[config.mk]
export PLATFORM = sky130hd
export DESIGN_NAME = if_fetch_queue
export DESIGN_NICKNAME = d
export VERILOG_FILES = /design/src/rtl/if_fetch_queue.sv
export SDC_FILE = /design/constraint.sdc
export NUM_CORES = 1
export LEC_CHECK = 0
export BUFFER_PORTS_ARGS = -buffer_cell sky130_fd_sc_hd__buf_4
export CAP_MARGIN = 20
export CORE_UTILIZATION = 52
export CTS_BUF_LIST = sky130_fd_sc_hd__clkbuf_16
export DETAILED_ROUTE_END_ITERATION = 8
export PLACE_DENSITY = 0.81
export SLEW_MARGIN = 20
export SYNTH_ARGS = -nofsm -noshare
export SYNTH_HDL_FRONTEND = slang
export SYNTH_SLANG_ARGS = --single-unit
[constraint.sdc]
create_clock -name clk -period 16.6 [get_ports clk]
set_input_delay 0.83 -clock clk [delete_from_list [all_inputs] [get_ports clk]]
set_output_delay 0.83 -clock clk [all_outputs]
set_load 0.02 [all_outputs]
[src/rtl/if_fetch_queue.sv]
// if_fetch_queue: DEPTH-entry elastic FIFO between IF1 and IF2. Each entry
// carries LANES fetch slots (PC + {brtype, pcpre}) and a per-lane valid mask.
// Valid/ready on both sides, single-cycle flush, no input-to-output comb path.
module if_fetch_queue #(
    parameter int LANES  = 2,
    parameter int PC_W   = 32,
    parameter int META_W = 34,
    parameter int DEPTH  = 2
) (
    input  logic                        clk,
    input  logic                        rstn,
    input  logic                        i_valid,
    input  logic [LANES-1:0]            i_lane_mask,
    input  logic [LANES*PC_W-1:0]       i_pc,
    input  logic [LANES*META_W-1:0]     i_meta,
    output logic                        o_ready,
    input  logic                        flush,
    output logic                        o_valid,
    output logic [LANES-1:0]            o_lane_mask,
    output logic [LANES*PC_W-1:0]       o_pc,
    output logic [LANES*META_W-1:0]     o_meta,
    input  logic                        i_ready,
    output logic [$clog2(DEPTH+1)-1:0]  o_count
);
    localparam int PTR_W = $clog2(DEPTH);
    localparam int CNT_W = $clog2(DEPTH + 1);
    localparam int ENT_W = LANES * (1 + PC_W + META_W);
    localparam logic [CNT_W-1:0] FULL = CNT_W'(DEPTH);

    // Entry layout: {mask, pc, meta}
    logic [ENT_W-1:0]          mem_q [DEPTH];
    logic [PTR_W-1:0]          wr_ptr_q, wr_ptr_d;
    logic [PTR_W-1:0]          rd_ptr_q, rd_ptr_d;
    logic [CNT_W-1:0]          count_q, count_d;
    logic                      push;
    logic                      pop;
    logic [ENT_W-1:0]          head;
    logic [LANES-1:0]          head_mask;
    logic [LANES*PC_W-1:0]     head_pc;
    logic [LANES*META_W-1:0]   head_meta;

    // Ready depends only on occupancy so upstream never sees a path from i_ready.
    assign o_ready = (count_q != FULL);
    assign o_valid = (count_q != '0) & ~flush;
    // An all-zero mask completes the handshake but is not stored.
    assign push    = i_valid & o_ready & ~flush & (|i_lane_mask);
    assign pop     = o_valid & i_ready;
    assign o_count = count_q;

    assign head      = mem_q[rd_ptr_q];
    assign head_mask = head[ENT_W-1 -: LANES];
    assign head_pc   = head[LANES*META_W +: LANES*PC_W];
    assign head_meta = head[0 +: LANES*META_W];

    // Head outputs are forced to zero whenever nothing valid is presented.
    genvar gi;
    generate
        for (gi = 0; gi < LANES; gi++) begin : g_lane
            assign o_lane_mask[gi]             = head_mask[gi] & o_valid;
            assign o_pc[gi*PC_W +: PC_W]       = head_pc[gi*PC_W +: PC_W] & {PC_W{o_valid}};
            assign o_meta[gi*META_W +: META_W] = head_meta[gi*META_W +: META_W] & {META_W{o_valid}};
        end
    endgenerate

    // Next-state for pointers and occupancy; flush overrides push and pop.
    always_comb begin
        wr_ptr_d = wr_ptr_q;
        rd_ptr_d = rd_ptr_q;
        count_d  = count_q;
        if (flush) begin
            wr_ptr_d = '0;
            rd_ptr_d = '0;
            count_d  = '0;
        end else begin
            if (push) wr_ptr_d = wr_ptr_q + PTR_W'(1);
            if (pop)  rd_ptr_d = rd_ptr_q + PTR_W'(1);
            case ({push, pop})
                2'b10:   count_d = count_q + CNT_W'(1);
                2'b01:   count_d = count_q - CNT_W'(1);
                default: count_d = count_q;
            endcase
        end
    end

    // Control state register with asynchronous active-low reset.
    always_ff @(posedge clk or negedge rstn) begin
        if (!rstn) begin
            wr_ptr_q <= '0;
            rd_ptr_q <= '0;
            count_q  <= '0;
        end else begin
            wr_ptr_q <= wr_ptr_d;
            rd_ptr_q <= rd_ptr_d;
            count_q  <= count_d;
        end
    end

    // Payload storage; never reset, validity is tracked by count_q alone.
    always_ff @(posedge clk) begin
        if (push) mem_q[wr_ptr_q] <= {i_lane_mask, i_pc, i_meta};
    end
endmodule

==> results of run 1 <==
## critical path, stage by stage, from the launching register on
cell and delay (ns):
dfrtp_4 0.89, buf_4 0.88, mux2i_1 0.35, nor2_1 0.07, buf_4 0.20
## through the flow
stage | util, % | power, mW | area (um^2) | setup WS, ns | hold slack (ns)
after global placement | 64.8 | 0.941 | 12600 | 13.08 | 0.558
final | 69.7 | 1.57 | 13600 | 12.79 | 0.101
after CTS | 69.7 | 1.58 | 13600 | 12.72 | 0.0838
after detailed placement | 64.8 | 0.946 | 12600 | 13.06 | 0.588
after global routing | 69.7 | 1.62 | 13600 | 12.59 | 0.0769
after floorplan | - | 0.888 | 10300 | 0.951 | 0.529
## layer usage
layer / vias up / GRT usage (%)
met5: - / 0
met2: 248 / 36.1
met3: 48 / 7.51
li1: 2775 / -
met4: 2 / 7.07
met1: 2871 / 22.0
## sequential cells by signal (all words and copies together), names as in the netlist
signal and cells:
o_count 2, rd_ptr_q 1, wr_ptr_q 1, mem_q 268
## final timing paths
kind	depth (start not counted)	to	slack, ns
worst min-delay path	1	rd_ptr_q$_DFFE_PN0P_	0.10
worst max-delay path	4	o_pc[31]	12.79
worst min register to register	2	wr_ptr_q$_DFFE_PN0P_	0.59
min in group clk	1	mem_q[1][1]$_DFFE_PP_	0.50
max in group asynchronous	1	rd_ptr_q$_DFFE_PN0P_	16.39
worst max register to register	4	mem_q[0][55]$_DFFE_PP_	13.81
## cell type report
type	count	area, um^2	share of cell area (%)
timing repair buffer	284	2140	15.7
tap	265	332	2.44
sequential	272	8150	60.1
multi-input combinational	290	1990	14.7
inverter	2	7.51	0.0553
clock inverter	21	278	2.05
clock buffer	27	676	4.98
## report_power, final
part	switching [mW]	total [mW]	internal, mW
Combinational	0.0776	0.142	0.0646
Sequential	0.00957	0.789	0.779
Clock	0.238	0.641	0.403
Total	0.325	1.57	1.25
## cell families after synthesis
group / Yosys count / share of synthesized area, %
muxes: 134 / 13.0
AOI/OAI and AO/OA: 8 / 0.461
buffers and inverters: 32 / 1.78
xor gates and xnor gates: 1 / 0.0850
DFF: 272 / 79.1
and+or+nand+nor: 147 / 5.60
## Yosys cell counts, drive strengths merged (2+ instances only)
master  number  area (um^2)
edfxtp     268         8050
buf         22          146
mux2i      134         1340
o21ai        4         20.0
dfrtp        4          100
nand2        2         7.51
nor4         2         12.5
nor2       137          514
clkbuf       8         30.0
inv          2         7.50
==> results.cfg, run 1 <==
[outcome]
status = finished, final reports clean

[clock_tree]
cts_resized = 0
post-cts-setup-buffers = 0
clk_pin_slew_ns = 0.06
cts_tree = done
hold_buffers = 0
cts.sinks = 272
cts_made_buffers = 27
htree_levels = 1
clock_path_buffers = 3
clk_latency_ns = 0.51
cts_root_buf = clkbuf_16

[layout]
stdcell_count = 1161
final_cell_mix = buf_4 (283), edfxtp_1 (268), nor2_1 (137)
fillers = 1242
syn_to_final_growth_pct = 31.7
num_antenna_cells = 0
layout_commonest_cell = buf_4
drive_above_1_share_pct = 36.6
nets = 1016

[floorplan]
die_h_um = 143
io_pins = 277
core-area_um2 = 19500
rows = 51
start_util_pct = 53.0
die_area_um2 = 20400
dieWidth_um = 143

[synth]
ys_seq_area_share_pct = 79.1
synthesis.area_um2 = 10300
synth-edff-count = 268
synthesis.nets = 733
synth.distinct_cells = 25
ys_seq_elements = 272
syn_inst = 594
yosysWarnings = 0
synthArstFlopShare_pct = 1.47
synth_flop_cell = edfxtp_1
avgSynthCellArea_um2 = 17.4

[grt]
first_global_vias = 5971
grt-ovfl-total = 0
grtUsageTotal_pct = 20.2
grt_max_degree = 95
grt_first_pass_wirelength_um = 31000
antenna_found_initial = 1

[timing]
tightest_slew_ns = 1.04
finalMaxSlewViolations = 0
fmax_mhz = 263
final.period_utilization_pct = 22.9
fin_crit_ns = 3.81
setup_viol = 0
hold_viol = 0
fin_skew_ns = 0.00655
fin_setup_tns_ns = 0
max-slew-margin-rel_pct = 30.8
rsz0062_at_grt = false

[pwr]
vdd_ir_drop_max_v = 0.000130
power_density_nw_per_um2 = 116
leakagePower_nw = 5.02

[placed_design]
hpwl_um = 13600
dp_cells = 1113
place_congestion = 0.728
numPortBuffers = 276

[critical_path]
cp.required_ns = 15.77
critical_path_class = reg -> out
critPathLaunchType = flop
crit_fanout = 60
cp-end-kind = output port
crit_arrival_ns = 2.98
crit_path_start = rd_ptr_q$_DFFE_PN0P_
r2r-start = o_count[0]$_DFFE_PN0P_

[route]
first_iter_violations = 197
routed_wl_um = 21400
drc = 0
wl_met1_um = 7720
vias = 5944
via_per_inst = 5.12
wl_per_cell_um = 18.4
dr.pass1.iters = 4
routed.top_layer = met5
routed-wl-met2_um = 10900
ant_nets = 0
met3_length_um = 2160

[flow_run]
cap_violations = 0

[worst_hold_path]
hold_path.class = in -> async
Note: power is estimated with default switching activity, not from simulation.
==> inputs of run 2 (changes only) <==
ABC_AREA = 1   (was not set)
CORE_UTILIZATION = 48   (was 52)
PLACE_DENSITY = 0.78   (was 0.81)
clock period = 3.5 ns   (was 16.6 ns; I/O delays follow)
==> run 2 against run 1 <==
Die area is 17% higher. Sequential power grew to 5.0 times the previous value. Synthesized cell count is 24% higher. Utilization is 0.092 points higher. Worst setup slack worse by 12 ns. Final area is 17% higher. Critical path depth is 1 higher. Area after synthesis is 8.4% higher. First-iteration DRC count is 120% higher. Combinational power grew to 18 times the previous value. Worst hold slack worse by 0.029 ns. Non-clock buffer count is 139 higher. Critical path type unchanged. Highest routed layer is now met4.
==> results.cfg, run 2 <==
[placed_design]
place_congestion = 0.792
dp_cells = 1281
placed_area_um2 = 13600
numPortBuffers = 276
post-place-ws_ns = 1.37
hpwl_um = 14200

[synth]
synth-edff-count = 268
synth_area_leaders = edfxtp_1 (72%), mux2_2 (9.7%), mux2_4 (5.1%)
avgSynthCellArea_um2 = 15.1
yosysWarnings = 0
synth_common_cells = edfxtp_1 (268), nand2_1 (146), inv_1 (135)
yosysMostFrequentCell = edfxtp_1
synthesis.area_um2 = 11200
synth_flop_cell = edfxtp_1
yosysTopAreaCell = edfxtp_1
ys_seq_area_share_pct = 72.9
synthArstFlopShare_pct = 1.47
synth.distinct_cells = 18
syn_inst = 739
ys_seq_elements = 272
synthesis.nets = 878
synth_top_area_share_pct = 72.0

[clock_tree]
cts_root_buf = clkbuf_16
clk_pin_slew_ns = 0.06
cts_made_buffers = 29
cts_tree = done
clock_path_buffers = 3
clk_latency_ns = 0.54
post-cts-setup-buffers = 0
cts.sinks = 272
htree_levels = 1

[floorplan]
io_pins = 277
core-area_um2 = 22700
start_util_pct = 49.2
die_area_um2 = 23900
die_h_um = 155
dieWidth_um = 155
rows = 55

[layout]
stdcell_area_um2 = 15900
final_cell_mix = buf_4 (280), edfxtp_1 (268), nand2_1 (146)
syn_to_final_growth_pct = 41.8
drive_above_1_share_pct = 40.0
regMostFlops = mem_q
nets = 1303
stdcell_count = 1470
layout_commonest_cell = buf_4
largest_reg_flops = 268
num_antenna_cells = 0

[route]
drc = 0
first_iter_violations = 424
wl_per_cell_um = 17.0
dr.pass1.iters = 4
routed_wl_um = 25000
ant_nets = 0
via_per_inst = 4.84
vias = 7119

[critical_path]
reg2reg_slack_ns = 1.56
r2r_cells = 5
r2r-end = mem_q[1][3]$_DFFE_PP_
crit_end = o_lane_mask[0]
crit_top_cell = buf_4
crit_chain = buf_4, mux2_2, nand2_1, inv_1, buf_4
critPathMaxStageDelay_ns = 0.85
critPathSlowestCell = dfrtp_4
cp-end-kind = output port
crit_path_start = rd_ptr_q$_DFFE_PN0P_
crit_arrival_ns = 2.50
crit_fanout = 41
r2r-start = o_count[0]$_DFFE_PN0P_
cp.required_ns = 3.32
critical_path_class = reg -> out
critPathLaunchType = flop

[grt]
first_global_vias = 7582
antenna_found_initial = 0
grt_first_pass_wirelength_um = 38700
busiest_layer = met2
grt.met3_usage_pct = 5.04
grt_util_met2_pct = 39.2
grt_util_met1_pct = 23.1
grt-ovfl-total = 0
grt_max_degree = 88
grtUsageTotal_pct = 20.8

[pwr]
totalPowerFinal_mw = 9.43
leakagePower_nw = 7.10
vdd_ir_drop_max_v = 0.000537
power_density_nw_per_um2 = 595

[timing]
fmax_mhz = 373
fin_setup_tns_ns = 0
final.period_utilization_pct = 76.5
finalMaxSlewViolations = 0
fin_ws_ns = 0.821
fin_crit_ns = 2.68
rsz0062_at_grt = false
hold_viol = 0
tightest_slew_ns = 0.791
setup_viol = 0
max-slew-margin-rel_pct = 47.3
fin_skew_ns = 0.0258

[outcome]
status = finished, final reports clean

[flow_run]
cap_violations = 0

[worst_hold_path]
hold_path.class = in -> reg
## run 2: changes by cell type after synthesis, moves of 4 or more
cell	delta
nand2_1	+144
inv_1	+134
mux2i_1	-134
nor2_1	-133
mux2_2	+96
mux2_4	+38
clkbuf_1	-8
inv_2	+8
nand3_1	+4
## run 2: cells by family (layout without fill, tap and decap cells)
group / count (synthesis) / in the layout / share of synthesized area (%)
flip-flops: 272 / 272 / 72.9
buffers and inverters: 173 / 619 / 6.64
AND/OR/NAND/NOR: 157 / 157 / 5.50
multiplexers: 134 / 134 / 14.8
AO/OA/AOI/OAI: 2 / 2 / 0.112
XOR/XNOR: 1 / 1 / 0.0784
## run 2: area by class of cell
class,count,area (um^2)
Sequential cell,272,8150
Clock inverter,23,184
Fill cell,1451,6860
Tap cell,285,357
Inverter,144,541
Timing Repair Buffer,423,3590
Multi-Input combinational cell,294,2300
Clock buffer,29,726
## run 2: metrics by stage
step	util [%]	hold WS, ns
finish	69.8	0.0726
global route	69.8	0.0820
global placement	59.8	-0.0237
detailed placement	59.8	-0.0222
CTS	69.8	0.0460
floorplan	-	-0.121
## run 2: how the worst min path moves through the flow
stage	start	to	slack [ns]	cells past startpoint
2_1_floorplan	rstn	o_count[0]$_DFFE_PN0P_	-0.12	0
3_3_place_gp	rstn	o_count[0]$_DFFE_PN0P_	-0.02	1
3_5_place_dp	rstn	wr_ptr_q$_DFFE_PN0P_	-0.02	1
4_1_cts	i_ready	rd_ptr_q$_DFFE_PN0P_	0.05	5
5_1_grt	i_ready	rd_ptr_q$_DFFE_PN0P_	0.08	5
6_report	i_ready	rd_ptr_q$_DFFE_PN0P_	0.07	5
## run 2: timing repair
| item | in CTS | in global routing |
|---|---|---|
| endpoints found under the hold margin | 274 | 0 |
| resized for setup | 0 | 0 |
| hold buffers | 137 | 0 |
| endpoints found under the setup margin | 0 | 0 |
## run 2: power by group
| group | internal (mW) | switching, mW | leakage (nW) |
|---|---|---|---|
| clock network | 1.72 | 1.19 | 0.471 |
| registers | 3.82 | 0.128 | 2.49 |
| logic | 1.22 | 1.36 | 4.14 |
## run 2: critical path, delay by kind of cell (launching register included)
family	cells	cell delay [ns]
buffers and inverters	3	0.63
flip-flops	1	0.85
AND/OR/NAND/NOR	1	0.10
multiplexers	1	0.37
## run 2: layer usage
layer | vias to the layer above | part of all wire [%]
met5 | - | 0
met4 | 0 | 3.0
met3 | 57 | 6.7
met2 | 272 | 53
met1 | 3439 | 37
li1 | 3351 | -
